### src/rtl/neopixel_pkg.sv
// rtl/neopixel_pkg.sv - shared types and default constants for the WS2812 chain driver
//
// Contents:
//   state_t         frame FSM states (IDLE, LOAD, HIGH, LOW, LATCH)
//   ADDR_SHOW       register address that requests a frame
//   BITS_PER_PIXEL  GRB colour width shifted out per pixel
//   DEF_*           default chain length and timing in ctrl_clock cycles (100 MHz)
package neopixel_pkg;

  typedef enum logic [2:0] {
    ST_IDLE,
    ST_LOAD,
    ST_HIGH,
    ST_LOW,
    ST_LATCH
  } state_t;

  localparam logic [7:0] ADDR_SHOW      = 8'hFF;
  localparam int         BITS_PER_PIXEL = 24;

  localparam int DEF_PIXELS = 12;
  localparam int DEF_T0H    = 40;
  localparam int DEF_T1H    = 80;
  localparam int DEF_TBIT   = 125;
  localparam int DEF_TRESET = 6000;

endpackage

### src/rtl/neopixel_bit_serializer.sv
// rtl/neopixel_bit_serializer.sv - per-bit WS2812 timing: shifter, cycle counter, bit counter
//
// Ports:
//   ctrl_clock, ctrl_reset_n  clock, asynchronous active-low reset
//   load                      copy pixel into the shifter and restart bit/cycle counting
//   pixel[23:0]               GRB colour, MSB sent first
//   in_high, in_low           frame FSM is in HIGH / LOW
//   high_end                  last cycle of the high phase of the current bit
//   low_end                   last cycle of the low phase of the current bit
//   last_bit                  current bit is the final (LSB) bit of the pixel
module neopixel_bit_serializer
  import neopixel_pkg::*;
#(
  parameter int C_T0H  = DEF_T0H,
  parameter int C_T1H  = DEF_T1H,
  parameter int C_TBIT = DEF_TBIT
) (
  input  logic        ctrl_clock,
  input  logic        ctrl_reset_n,
  input  logic        load,
  input  logic [23:0] pixel,
  input  logic        in_high,
  input  logic        in_low,
  output logic        high_end,
  output logic        low_end,
  output logic        last_bit
);

  localparam int CYC_W = $clog2(C_TBIT);
  localparam int BIT_W = $clog2(BITS_PER_PIXEL);

  localparam logic [CYC_W-1:0] T0H_LAST  = CYC_W'(C_T0H - 1);
  localparam logic [CYC_W-1:0] T1H_LAST  = CYC_W'(C_T1H - 1);
  localparam logic [CYC_W-1:0] TBIT_LAST = CYC_W'(C_TBIT - 1);
  // The final bit of a pixel ends its LOW one cycle early: the following
  // LOAD (or first LATCH) cycle supplies the last low cycle of the period.
  localparam logic [CYC_W-1:0] TBIT_EARLY = CYC_W'(C_TBIT - 2);
  localparam logic [BIT_W-1:0] BIT_LAST   = BIT_W'(BITS_PER_PIXEL - 1);

  logic [23:0]      shifter;
  logic [CYC_W-1:0] cyc_cnt;
  logic [BIT_W-1:0] bit_cnt;

  // cyc_cnt runs across the whole bit period, so LOW ends on an absolute count.
  assign last_bit = (bit_cnt == BIT_LAST);
  assign high_end = in_high && (cyc_cnt == (shifter[23] ? T1H_LAST : T0H_LAST));
  assign low_end  = in_low && (cyc_cnt == (last_bit ? TBIT_EARLY : TBIT_LAST));

  always_ff @(posedge ctrl_clock or negedge ctrl_reset_n) begin
    if (!ctrl_reset_n) begin
      shifter <= '0;
      cyc_cnt <= '0;
      bit_cnt <= '0;
    end else if (load) begin
      shifter <= pixel;
      cyc_cnt <= '0;
      bit_cnt <= '0;
    end else if (low_end) begin
      cyc_cnt <= '0;
      if (!last_bit) begin
        shifter <= {shifter[22:0], 1'b0};
        bit_cnt <= bit_cnt + 1'b1;
      end
    end else if (in_high || in_low) begin
      cyc_cnt <= cyc_cnt + 1'b1;
    end
  end

endmodule

### src/rtl/neopixel_driver.sv
// rtl/neopixel_driver.sv - WS2812 chain driver: pixel buffer, register decode, frame FSM
//
// Optional feature: define NEOPIXEL_AUTO_REFRESH_EN to resend the frame forever
// after the first SHOW (ctrl_ready then never returns high).
//
// Ports:
//   ctrl_clock, ctrl_reset_n  clock, asynchronous active-low reset
//   ctrl_write_en             single-cycle write strobe
//   ctrl_address[31:0]        [7:0] decoded, [31:8] must be zero; 8'hFF = SHOW
//   ctrl_write_data[31:0]     pixel colour in [23:0] (GRB)
//   ctrl_read_data[31:0]      registered readback, 1-cycle latency
//   ctrl_ready                no frame transmitting, latching or pending
//   neopixel_out              serial data line
module neopixel_driver
  import neopixel_pkg::*;
#(
  parameter int C_PIXELS = DEF_PIXELS,
  parameter int C_T0H    = DEF_T0H,
  parameter int C_T1H    = DEF_T1H,
  parameter int C_TBIT   = DEF_TBIT,
  parameter int C_TRESET = DEF_TRESET
) (
  input  logic        ctrl_clock,
  input  logic        ctrl_reset_n,
  input  logic        ctrl_write_en,
  input  logic [31:0] ctrl_address,
  input  logic [31:0] ctrl_write_data,
  output logic [31:0] ctrl_read_data,
  output logic        ctrl_ready,
  output logic        neopixel_out
);

  localparam int PIX_W = (C_PIXELS > 1) ? $clog2(C_PIXELS) : 1;
  localparam int LAT_W = (C_TRESET > 1) ? $clog2(C_TRESET) : 1;

  localparam logic [7:0]       PIX_LIMIT = 8'(C_PIXELS);
  localparam logic [PIX_W-1:0] PIX_LAST  = PIX_W'(C_PIXELS - 1);
  localparam logic [LAT_W-1:0] LAT_LAST  = LAT_W'(C_TRESET - 1);

  logic [23:0]      pixel_buf [C_PIXELS];
  state_t           state;
  logic             pending;
  logic [PIX_W-1:0] pix_idx;
  logic [LAT_W-1:0] lat_cnt;

  logic [7:0]  addr_lo;
  logic        addr_ok;
  logic        pix_hit;
  logic        show_hit;
  logic [23:0] rd_pix;
  logic [23:0] load_pix;
  logic        high_end;
  logic        low_end;
  logic        last_bit;
  logic        unused_wdata;

  assign addr_lo      = ctrl_address[7:0];
  assign addr_ok      = (ctrl_address[31:8] == 24'd0);
  assign pix_hit      = ctrl_write_en && addr_ok && (addr_lo < PIX_LIMIT);
  assign show_hit     = ctrl_write_en && addr_ok && (addr_lo == ADDR_SHOW);
  assign unused_wdata = &{1'b0, ctrl_write_data[31:24]};

  always_ff @(posedge ctrl_clock or negedge ctrl_reset_n) begin
    if (!ctrl_reset_n) begin
      for (int i = 0; i < C_PIXELS; i++) pixel_buf[i] <= '0;
    end else begin
      for (int i = 0; i < C_PIXELS; i++)
        if (pix_hit && (addr_lo == 8'(i))) pixel_buf[i] <= ctrl_write_data[23:0];
    end
  end

  // Explicit compare-muxes keep out-of-range indices harmless for any C_PIXELS.
  always_comb begin
    rd_pix   = '0;
    load_pix = '0;
    for (int i = 0; i < C_PIXELS; i++) begin
      if (addr_lo == 8'(i))       rd_pix   = pixel_buf[i];
      if (pix_idx == PIX_W'(i))   load_pix = pixel_buf[i];
    end
  end

  always_ff @(posedge ctrl_clock or negedge ctrl_reset_n) begin
    if (!ctrl_reset_n) begin
      ctrl_read_data <= '0;
    end else if (addr_ok && (addr_lo < PIX_LIMIT)) begin
      ctrl_read_data <= {8'h00, rd_pix};
    end else if (addr_ok && (addr_lo == ADDR_SHOW)) begin
      ctrl_read_data <= {31'b0, ~ctrl_ready};
    end else begin
      ctrl_read_data <= '0;
    end
  end

  neopixel_bit_serializer #(
    .C_T0H  (C_T0H),
    .C_T1H  (C_T1H),
    .C_TBIT (C_TBIT)
  ) u_serializer (
    .ctrl_clock   (ctrl_clock),
    .ctrl_reset_n (ctrl_reset_n),
    .load         (state == ST_LOAD),
    .pixel        (load_pix),
    .in_high      (state == ST_HIGH),
    .in_low       (state == ST_LOW),
    .high_end     (high_end),
    .low_end      (low_end),
    .last_bit     (last_bit)
  );

  // The first LATCH cycle is the tail of the final bit period, so the low gap
  // seen between the last bit and the next frame's first HIGH is C_TRESET.
  always_ff @(posedge ctrl_clock or negedge ctrl_reset_n) begin
    if (!ctrl_reset_n) begin
      state        <= ST_IDLE;
      pending      <= 1'b0;
      pix_idx      <= '0;
      lat_cnt      <= '0;
      ctrl_ready   <= 1'b1;
      neopixel_out <= 1'b0;
    end else begin
      if (show_hit && (state != ST_IDLE)) pending <= 1'b1;
      case (state)
        ST_IDLE: begin
          if (show_hit) begin
            state      <= ST_LOAD;
            pix_idx    <= '0;
            ctrl_ready <= 1'b0;
          end
        end
        ST_LOAD: begin
          state        <= ST_HIGH;
          neopixel_out <= 1'b1;
        end
        ST_HIGH: begin
          if (high_end) begin
            state        <= ST_LOW;
            neopixel_out <= 1'b0;
          end
        end
        ST_LOW: begin
          if (low_end) begin
            if (!last_bit) begin
              state        <= ST_HIGH;
              neopixel_out <= 1'b1;
            end else if (pix_idx != PIX_LAST) begin
              state   <= ST_LOAD;
              pix_idx <= pix_idx + 1'b1;
            end else begin
              state   <= ST_LATCH;
              lat_cnt <= '0;
            end
          end
        end
        ST_LATCH: begin
          if (lat_cnt == LAT_LAST) begin
`ifdef NEOPIXEL_AUTO_REFRESH_EN
            state   <= ST_LOAD;
            pix_idx <= '0;
            pending <= 1'b0;
`else
            // A SHOW landing on this very cycle counts as pending.
            if (pending || show_hit) begin
              state   <= ST_LOAD;
              pix_idx <= '0;
              pending <= 1'b0;
            end else begin
              state      <= ST_IDLE;
              ctrl_ready <= 1'b1;
            end
`endif
          end else begin
            lat_cnt <= lat_cnt + 1'b1;
          end
        end
        default: begin
          state        <= ST_IDLE;
          neopixel_out <= 1'b0;
        end
      endcase
    end
  end

endmodule

### config.mk
export PLATFORM = sky130hd
export DESIGN_NAME = neopixel_driver
export DESIGN_NICKNAME = d
export VERILOG_FILES = /design/src/rtl/neopixel_pkg.sv /design/src/rtl/neopixel_bit_serializer.sv /design/src/rtl/neopixel_driver.sv
export SDC_FILE = /design/constraint.sdc
export NUM_CORES = 1
export LEC_CHECK = 0
export ABC_AREA = 1
export BUFFER_PORTS_ARGS = -buffer_cell sky130_fd_sc_hd__buf_4
export CORE_AREA = 2 2 195 197
export DETAILED_ROUTE_END_ITERATION = 7
export DIE_AREA = 0 0 197 199
export MAX_ROUTING_LAYER = met4
export PLACE_DENSITY = 0.72
export SYNTH_ARGS = -nofsm -noshare
export SYNTH_HDL_FRONTEND = slang
export SYNTH_SLANG_ARGS = --single-unit
### constraint.sdc
create_clock -name ctrl_clock -period 3.2 [get_ports ctrl_clock]
set_clock_uncertainty 0.1 [all_clocks]
set_input_delay 0.32 -clock ctrl_clock [delete_from_list [all_inputs] [get_ports ctrl_clock]]
set_output_delay 0.32 -clock ctrl_clock [all_outputs]
set_load 0.05 [all_outputs]
### Yosys cells after proc, flatten, opt, wreduce, memory -nomap -nowiden

Cells that the tools add are included.
W data, S select, Z words.

* $add $sub $neg: 4
* $mul: 0
* divide/modulo/power cells: 0
* order comparisons: 1
* equality and inequality tests: 44
* shift operators: 0
* multiplexer cells: 69
* bitwise operators: 2
* reduce and logical (&&, ||, !) cells: 39

Operator list (number)
* $mux W24: 28
* $mux W13: 4
* $eq A8 B3 Y1 const B: 4
* $eq A8 B4 Y1 const B: 4
* $mux W7: 4
* $pmux W13 S2: 1
* $logic_not A24 Y1: 1
* $mux W4: 6
* $ne A2 B2 Y1 const B: 11
* $mux W3: 7
* $logic_and A1 B1 Y1: 20
* $eq A4 B3 Y1 const B: 4
* $eq A4 B4 Y1 const B: 4
* $eq A8 B2 Y1 const B: 2
* $mux W5: 3
* $pmux W3 S5: 1
* $eq A7 B7 Y1: 2
* $add A13 B1 Y13 const B: 1
* $eq A13 B13 Y1 const B: 1
* $mux W1: 12
* $pmux W4 S3: 1
* $reduce_and A4 Y1: 3
* $reduce_bool A3 Y1: 3
* $eq A4 B2 Y1 const B: 2
* other kinds (25): 30

* bits in registers: 379
* latch bits: 0
* RAM bits: 0
* memory bits (read-only): 0
* input bits: 67
* word-level logic and storage cells: 181
* memories kept: 0

### Longest topological paths before layout

Gate-level depths: netlist of run 1.

* depth after elaboration: 14
* gate-level depth with buffers: 17
* mapped depth without buffers: 16

### Hierarchy

A second synthesis of run 1 with hierarchy kept.

* cells, all modules: 2946
* area total of the unflattened synthesis: 20686.1 um2

Modules (own cells, without submodules)
* neopixel_driver: instances 1, cells an instance 2647, area an instance 18572.8 um2
* neopixel_bit_serializer: instances 1, cells an instance 299, area an instance 2113.3 um2

### Least setup slack after synthesis of run 1

OpenSTA, ideal clock, no wires.

* path type: register to register
* from: register pix_idx[0]
* to: register u_serializer.shifter[21]
* data arrival time: 1.912 ns
* required time: 3.027 ns
* setup slack: 1.114 ns
* stages on the path, launching flop included: 18
* buffers on the path: 1
* clock period less this slack: 2.086 ns
* cell sequence: dfrtp_1 > inv_1 > ha_1 > inv_1 > nor2_1 > clkbuf_1 > nand3_1 > nand3_1 > nand2_1 > nand3b_1 > nand2_1 > nand2_1 > nand2_1 > nand3_1 > nand2_1 > nand2_1 > nand2_1 > a21oi_2

* cells in the longest elaborated chain, start to end: 14
* elaborated cells on any way between the ends: 25

Ends and longest elaborated chain
* start: declaration: line neopixel_driver.sv:43 `logic [PIX_W-1:0] pix_idx;`
* start signal: assignment: line neopixel_driver.sv:147 `pix_idx <= pix_idx + 1'b1;`
* $logic_not A4 Y1: line neopixel_driver.sv:78 `if (pix_idx == PIX_W'(i)) load_pix = pixel_buf[i];`
* $mux W24 (11 in a row): line neopixel_driver.sv:78
* $mux W24 *: line neopixel_driver.sv:78
* $mux W24 *: line neopixel_bit_serializer.sv:54 `end else if (load) begin`
* end signal: assignment: line neopixel_bit_serializer.sv:55 `shifter <= pixel;`
* end signal: assignment: line neopixel_bit_serializer.sv:61 `shifter <= {shifter[22:0], 1'b0};`
* end: declaration: line neopixel_bit_serializer.sv:40 `logic [23:0] shifter;`

Every way passes the cells marked *; elsewhere a longest branch is shown, timed or not.
A chain may end at the register's enable or synchronous reset.

### Worst setup path in the final report of run 1

* from: register pix_idx[1]
* to: register u_serializer.shifter[19]

Same word-level chain as after synthesis.

==> results of run 1 <==
layer usage:
layer  part of all wire, %  vias up
li1                      -     8883
met1                    42     8692
met2                    49      547
met5                     0        -
met4                   4.2        0
met3                   4.6      160
critical path: cells and delay by family, from the launching register on:
kind,cells,cell delay [ps]
compound gates,1,60
fa+ha+maj,1,330
buf+inv,3,700
flops,1,420
simple gates,6,970
path summary, 6_finish.rpt:
kind	startpoint	end	slack, ps	depth (start not counted)
max	pix_idx[1]	u_serializer.shifter[19]	470	11
min	ctrl_address[23]	ctrl_read_data[0]	90	6
max reg2reg	pix_idx[1]	u_serializer.shifter[19]	470	11
min reg2reg	u_serializer.bit_cnt[4]	u_serializer.bit_cnt[4]	370	1
max in group asynchronous	ctrl_reset_n	pixel_buf[67]	1850	3
min in group asynchronous	ctrl_reset_n	lat_cnt[6]	270	2
state kept, by name, indices dropped and copies added (netlist names):
register              cells
pending                   1
ctrl_ready                1
u_serializer.cyc_cnt      7
pixel_buf               288
lat_cnt                  13
neopixel_out              1
u_serializer.bit_cnt      5
u_serializer.shifter     24
ctrl_read_data           24
state                     3
pix_idx                   4
power by group through the flow:
stage | registers, mW | logic, mW | clock network, mW
6_report | 4.69 | 0.302 | 4.84
4_1_cts | 4.69 | 0.310 | 4.89
3_3_place_gp | 4.78 | 0.305 | 0
2_1_floorplan | 4.78 | 0.101 | 0
5_1_grt | 4.69 | 0.337 | 5.08
3_5_place_dp | 4.78 | 0.309 | 0
cell usage after synthesis (all sizes together):
library cell	number
nand2	906
o21ai	438
dfrtp	370
inv	269
nor2	239
nand3	133
buf	95
a21oi	84
clkbuf	84
nand4	43
nand3b	24
nor3	21
or2	21
o22ai	12
xor2	12
and3	9
ha	7
nor4	6
o31ai	5
nor3b	3
o211ai	3
a31oi	1
clkinv	1
conb	1
dfstp	1
final cells by class:
class,count,area [µm²],area share [%]
Sequential cell,371,9285,41.46
Timing Repair Buffer,137,1151,5.140
Clock buffer,60,1270,5.671
Tap cell,474,593.1,2.648
Multi-Input combinational cell,1975,8962,40.02
Clock inverter,16,117.6,0.5252
Inverter,270,1015,4.531
kinds of logic after synthesis:
| kind of cell | synth area share [%] |
|---|---|
| compound gates | 13.70 |
| xor+xnor | 0.5193 |
| fa+ha+maj | 0.4328 |
| buf+inv | 9.973 |
| flops | 45.88 |
| other cells | 0.01853 |
| simple gates | 29.47 |
through the flow:
step                hold slack [ps]  std cells  utilization [%]  area, µm²  power (mW)
global placement              282.1       3226            56.54      21000       5.082
CTS                           75.27       3303            60.31      22390       9.891
global route                  107.3       3303            60.31      22390       10.10
floorplan                    -75.59       2795                -      20260       4.880
finish                        88.23       3303            60.31      22390       9.829
detailed placement            282.8       3226            56.54      21000       5.085
==> results.yml, run 1 <==
status:
  status: "finished clean"
pwr:
  vdd_drop_max_uv: 435.3
  p_switching_mw: 2.225
  sw_frac_of_total_pct: 22.63
  seq_power_share_pct: 47.7
  pwr-share-clk_pct: 49.2
  powerDensity_nw_per_um2: 438.9
  comb_power_share_pct: 3.1
  p_int_mw: 7.605
  p_leak_nw: 10.75
setup_path:
  start_kind: "flip-flop"
  worstPathRequired_ps: 3540
  worstSetupEndpointType: "flip-flop"
  slowest_delay_ps: 490
  crit_type: "flip-flop to flip-flop"
  crit_path_cell_trace: "inv_1 -> ha_1 -> inv_1 -> nor2_1 -> inv_2 -> nor2_1 -> nor2_1 -> nand2_1 -> nand2_1 -> nand2_1 -> a21oi_1"
  crit_arrival_ps: 3060
  crit_slowest_cell: "inv_2"
  cp_max_fo: 46
detailed_routing:
  wl_per_cell_um: 16.73
  viasPerCell: 5.535
  drt-pass1-iter-count: 7
  route.detailed.drc: 0
  drt_iter0_drc: 1440
  drt-total-wl_mm: 55.26
  drtAntennaViolNets: 0
  vias: 18280
placed_design:
  port-buffer-count: 84
  hpwl_mm: 38.30
  gp_congestion: 0.9425
  place_ws_ps: 563.3
cts:
  postCtsSetupBuffers: 0
  htreeDepth: 2
  path_clk_slew_ps: 60
  cts_buffers: 42
  tritoncts: "built"
  ctsHoldBuffers: 1
  clk_latency_ps: 560
  cts_resized: 0
  clock_path_buffers: 3
  cts.sinks: 371
  cts.root.buffer_cell: "clkbuf_16"
final_layout:
  mostFrequentLayoutCell: "nand2_1"
  n_antenna_cell: 0
  fill_cells: 3394
  area_growth_pct: 10.66
  final_cell_mix: "nand2_1 (888), dfrtp_1 (370), inv_1 (254)"
  drive_above_1_share_pct: 10.18
  nets: 2871
sta:
  max_slew_margin_pct: 41.99
  tns_ps: 0
  setup_slack_ps: 475.0
  fmax_mhz: 367.0
  drv_slew: 0
  setup_violations: 0
  worst_pin_slew_ps: 868.9
  hold_viol: 0
  post-route-period-util_pct: 85.16
  period_minus_slack_ps: 2725
  rsz0062_at_grt: "no"
logic_synthesis:
  synth_seq_cells: 371
  yosys.cell_types.count: 42
  syn_avg_cell_area_um2: 7.259
  ys_seq_area_share_pct: 45.88
  ys_top_cells_by_area: "dfrtp_1 (46%), nand2_1 (16%), o21ai_0 (5.4%)"
  synthCells: 2788
  synth_warnings: 0
  synth_area_leader_cell: "dfrtp_1"
  netlist.area_leader.share_pct: 45.75
  synth_area_um2: 20240
die:
  start_util_pct: 54.50
  die_y_um: 199
  die_area_um2: 39200
  io_pins: 101
  core_region_area_um2: 37130
  placementRows: 71
  die_w_um: 197
global_route:
  grt_use_met1_pct: 36.81
  grt.busiest_layer: "met2"
  antenna_found_initial: 0
  grt_pass1_wl_mm: 90.98
  grt_start_max_net_pins: 85
  track_usage_pct: 30.04
  grt_pass1_vias: 18020
  grt_overflow: 0
  use_met3_pct: 3.103
  grtUsageMet2_pct: 50.65
job:
  maxCapViolCount: 0
hold_path:
  hp-class: "primary input to flip-flop"
No activity file was read; power rests on OpenSTA's default activity.
==> run 2, diff against run 1 <==
clock period = 3.32 ns   (was 3.2 ns; I/O delays follow)
==> run 2 against run 1 <==
  * Via count is 0.44% higher
  * Design area shrank 0.54%
  * Total power fell by 4.4%
  * Critical endpoint is now u_serializer.shifter[9]
  * Largest cell class unchanged
  * Count of clock-buffer cells in the layout increased by 3
  * Setup slack lost 26 ps
==> results.yml, run 2 (synthesis results as in run 1) <==
global_route:
  grt_pass1_vias: 17790
  antenna_found_initial: 0
  track_usage_pct: 30.58
  grt_overflow: 0
  grt_start_max_net_pins: 98
  grt_pass1_wl_mm: 91.91
cts:
  postCtsSetupBuffers: 0
  htreeDepth: 2
  cts.sinks: 371
  cts_buffers: 40
  clock_path_buffers: 3
  cts_resized: 0
  clk_latency_ps: 550
  ctsHoldBuffers: 1
  cts.root.buffer_cell: "clkbuf_16"
  path_clk_slew_ps: 60
  tritoncts: "built"
die:
  die_w_um: 197
  start_util_pct: 54.50
  core_region_area_um2: 37130
  io_pins: 101
  die_area_um2: 39200
  placementRows: 71
  die_y_um: 199
sta:
  hold_viol: 0
  rsz0062_at_grt: "no"
  tns_ps: 0
  setup_violations: 0
  drv_slew: 0
  fmax_mhz: 348.3
  max_slew_margin_pct: 24.62
  post-route-period-util_pct: 86.47
  worst_pin_slew_ps: 1129
  period_minus_slack_ps: 2871
setup_path:
  worstSetupEndpointType: "flip-flop"
  cp_max_fo: 39
  start_kind: "flip-flop"
  worstPathRequired_ps: 3640
  crit_type: "flip-flop to flip-flop"
  crit_arrival_ps: 3190
final_layout:
  largest_registers: "pixel_buf x288, ctrl_read_data x24, u_serializer.shifter x24"
  final_cell_mix: "nand2_1 (888), dfrtp_1 (370), inv_1 (254)"
  mostFrequentLayoutCell: "nand2_1"
  largest_reg_flops: 288
  stdcell_area_um2: 22270
  area_growth_pct: 10.06
  drive_above_1_share_pct: 9.741
  top_register: "pixel_buf"
  n_antenna_cell: 0
  nets: 2867
detailed_routing:
  dr_wl_met3_mm: 2.818
  wl_met2_mm: 27.84
  drtAntennaViolNets: 0
  wl_met1_mm: 23.43
  vias: 18360
  drt_iter0_drc: 1521
  viasPerCell: 5.570
  drt-pass1-iter-count: 6
  drt-total-wl_mm: 56.41
  route.detailed.drc: 0
  wl_per_cell_um: 17.11
  highest_layer: "met4"
job:
  maxCapViolCount: 0
placed_design:
  gp_congestion: 0.9014
  post_dp_cell_area_um2: 20920
  hpwl_mm: 38.27
  port-buffer-count: 84
pwr:
  p_leak_nw: 10.68
  powerDensity_nw_per_um2: 421.8
  vdd_drop_max_uv: 410.8
hold_path:
  hp-class: "primary input to flip-flop"
status:
  status: "finished clean"
run 2: changes by cell type in the layout (fill, tap and decap cells not counted), sizes merged:
cell,before,now
buf,136,134
bufinv,1,3
clkbuf,60,63
clkinv,12,5
inv,271,269
run 2: critical path, cell delays in order, from the launching register on:
cell and delay (ps):
dfrtp_1 420, ha_1 290, inv_1 150, nor2_4 90
inv_1 820, o21ai_0 240, inv_1 100, nand2_1 60
nand2_1 60, nand3_1 60, nand2_1 150, nand2_1 60
nand2_1 60, a21oi_1 60
run 2: path summary, 6_finish.rpt:
check | to | cells after the start | slack [ps] | start
max | u_serializer.shifter[9] | 13 | 450 | pix_idx[0]
min | ctrl_read_data[0] | 6 | 100 | ctrl_address[23]
max reg2reg | u_serializer.shifter[9] | 13 | 450 | pix_idx[0]
min reg2reg | u_serializer.bit_cnt[4] | 1 | 380 | u_serializer.bit_cnt[4]
max in group asynchronous | u_serializer.shifter[12] | 3 | 1980 | ctrl_reset_n
min in group asynchronous | lat_cnt[4] | 2 | 200 | ctrl_reset_n
run 2: routing by layer:
metal / track usage, % / vias to the layer above
met1: 38.23 / 8721
met3: 3.086 / 164
met5: - / -
met4: 13.03 / 0
li1: - / 8889
met2: 51.07 / 589
run 2: through the flow:
| step | instances | utilization (%) | power, mW | hold WS, ps | setup slack, ps |
|---|---|---|---|---|---|
| global route | 3297 | 59.98 | 9.674 | 127.9 | 136.1 |
| floorplan | 2795 | - | 4.703 | -63.59 | 1234 |
| detailed placement | 3224 | 56.33 | 4.898 | 184.2 | 455.0 |
| global placement | 3224 | 56.33 | 4.895 | 186.7 | 559.7 |
| finish | 3297 | 59.98 | 9.395 | 100.4 | 449.3 |
| CTS | 3297 | 59.98 | 9.473 | 94.60 | 478.3 |
run 2: cell type report:
class	instances	area (µm²)
multi-input combinational	1975	8962
tap	474	593.1
sequential	371	9285
fill	3359	14860
timing repair buffer	135	1074
clock buffer	63	1219
clock inverter	9	125.1
inverter	270	1015
run 2: where the power goes:
| part | internal (mW) | switching, mW |
|---|---|---|
| Sequential | 4.52 | 0.00000000102 |
| Clock | 2.75 | 1.84 |
| Combinational | 0.0655 | 0.221 |
| Total | 7.34 | 2.06 |
==> run 3, diff against run 2 <==
CORE_AREA = 2 2 177 179   (was 2 2 195 197)
DIE_AREA = 0 0 179 181   (was 0 0 197 199)
PLACE_DENSITY = 0.85   (was 0.72)
RECOVER_POWER = 100   (was not set)
clock period = 3.4 ns   (was 3.32 ns; I/O delays follow)
==> run 3 against run 2 <==
  * The flow now finishes with violations (capacitance limit, slew limit)
  * Sequential cell count is the same
  * Core utilization grew 12 points
  * Cell count shrank 2.7%
  * Global-route usage grew 6.4 points
  * Non-clock buffer count shrank 5
  * Wire length grew 0.74%
  * Register-to-register slack lost 99 ps
  * Die area shrank 17%
  * First-iteration DRC count grew 43%
  * Count of clock-buffer cells in the layout shrank 7
  * Critical path depth grew 1
==> results.yml, run 3 (synthesis results as in run 1) <==
status:
  status: "finished with violations"
  violations: "capacitance limit, slew limit"
pwr:
  powerDensity_nw_per_um2: 409.3
  vdd_drop_max_uv: 460.3
  p_leak_nw: 10.44
detailed_routing:
  viasPerCell: 5.944
  drt_iter0_drc: 2178
  route.detailed.drc: 0
  drt-total-wl_mm: 56.83
  drtAntennaViolNets: 0
  drt-pass1-iter-count: 6
  vias: 19070
  wl_per_cell_um: 17.71
sta:
  max_slew_margin_pct: -0.8778
  drv_slew: 17
  rsz0062_at_grt: "no"
  setup_slack_ps: 338.4
  period_minus_slack_ps: 3062
  tns_ps: 0
  hold_viol: 0
  setup_violations: 0
  worst_pin_slew_ps: 1508
  post-route-period-util_pct: 90.05
  hold_ws_ps: 66.30
  fmax_mhz: 326.6
placed_design:
  place_ws_ps: 620.3
  post_dp_cell_area_um2: 20780
  port-buffer-count: 84
  dp_cells: 3141
  hpwl_mm: 37.04
  gp_congestion: 0.9439
job:
  maxCapViolCount: 1
cts:
  cts.root.buffer_cell: "clkbuf_16"
  postCtsSetupBuffers: 0
  tritoncts: "built"
  cts.sinks: 371
  path_clk_slew_ps: 60
  cts_resized: 0
  clock_path_buffers: 3
  clk_latency_ps: 530
  ctsHoldBuffers: 1
  htreeDepth: 2
  cts_buffers: 39
setup_path:
  start_kind: "primary input"
  crit_arrival_ps: 3390
  worstSetupEndpointType: "flip-flop"
  crit_type: "primary input to flip-flop"
  worstPathRequired_ps: 3730
  cp_max_fo: 24
die:
  die_y_um: 181
  core_region_area_um2: 30350
  die_area_um2: 32400
  start_util_pct: 66.68
  io_pins: 101
  die_w_um: 179
  placementRows: 64
final_layout:
  final_cells: 3208
  mostFrequentLayoutCell: "nand2_1"
  area_growth_pct: 7.691
  largest_reg_flops: 288
  largest_registers: "pixel_buf x288, ctrl_read_data x24, u_serializer.shifter x24"
  final_cell_mix: "nand2_1 (893), o21ai_0 (413), dfrtp_1 (370)"
  top_register: "pixel_buf"
  fill_cells: 2387
  multi_input_comb_area_um2: 8887
  stdcell_area_um2: 21790
  nets: 2861
  ff_latch_area_um2: 9285
  n_antenna_cell: 0
  drive_above_1_share_pct: 7.859
global_route:
  grt_pass1_vias: 18720
  grt_start_max_net_pins: 85
  antenna_found_initial: 0
  grt_overflow: 0
  grt_pass1_wl_mm: 92.40
  track_usage_pct: 37.02
hold_path:
  hp-class: "primary input to flip-flop"
-- run 3: changes by cell type in the layout (fill, tap and decap cells not counted), moves of 3 or more --
cell      delta
clkbuf_2     +6
o21ai_1    -193
clkbuf_1    +27
nand2_2      -4
nor2_4       -5
buf_12       -3
nor2_1       +6
buf_4       -42
clkbuf_4     +4
nand2_1      +5
o21ai_0    +195
-- run 3: through the flow --
step                      utilization (%)  power, mW
after floorplan                         -      4.593
after global placement              68.48      4.773
after detailed placement            68.48      4.777
after CTS                           72.64      8.949
after global routing                71.81      9.144
final                               71.81      8.920
-- run 3: layer usage --
metal	share of wire, %	track usage (%)	up-vias
li1	-	-	8851
met1	38	45.72	8943
met2	48	58.85	1005
met3	7.9	4.272	269
met4	6.0	21.53	0
met5	0	-	-
-- run 3: worst max-delay path, stage by stage --
cell and delay, ps:
clkbuf_1 170, nor2_1 1160, inv_1 250, nor2_1 190, buf_4 350, nor2_1 110, nand2_1 100, nand3_1 100
a21oi_1 220, nand3_1 110, nand2_1 120, nand3_1 80, nand2_1 60, inv_1 40
-- run 3: layout make-up --
type / instances / share of cell area [%]
Clock buffer: 56 / 5.230
Clock inverter: 10 / 0.5110
Inverter: 270 / 4.656
Multi-Input combinational cell: 1975 / 40.78
Sequential cell: 371 / 42.61
Tap cell: 396 / 2.274
Timing Repair Buffer: 130 / 3.944
-- run 3: final timing paths --
kind                       slack [ps]               startpoint  depth (start not counted)                  endpoint
max                               340          ctrl_address[2]                         14         ctrl_read_data[4]
max in group asynchronous         690             ctrl_reset_n                          3  u_serializer.shifter[15]
min                                70         ctrl_address[23]                          6         ctrl_read_data[0]
min reg2reg                       380  u_serializer.bit_cnt[4]                          1   u_serializer.bit_cnt[4]
min in group asynchronous         560             ctrl_reset_n                          2                lat_cnt[2]
max reg2reg                       350               pix_idx[1]                         11  u_serializer.shifter[16]
-- run 3: power breakdown --
part | total (mW) | internal, mW | switching [mW]
Clock | 4.24 | 2.48 | 1.77
Combinational | 0.263 | 0.0551 | 0.208
Sequential | 4.42 | 4.42 | 0.00000000102
Total | 8.92 | 6.95 | 1.97
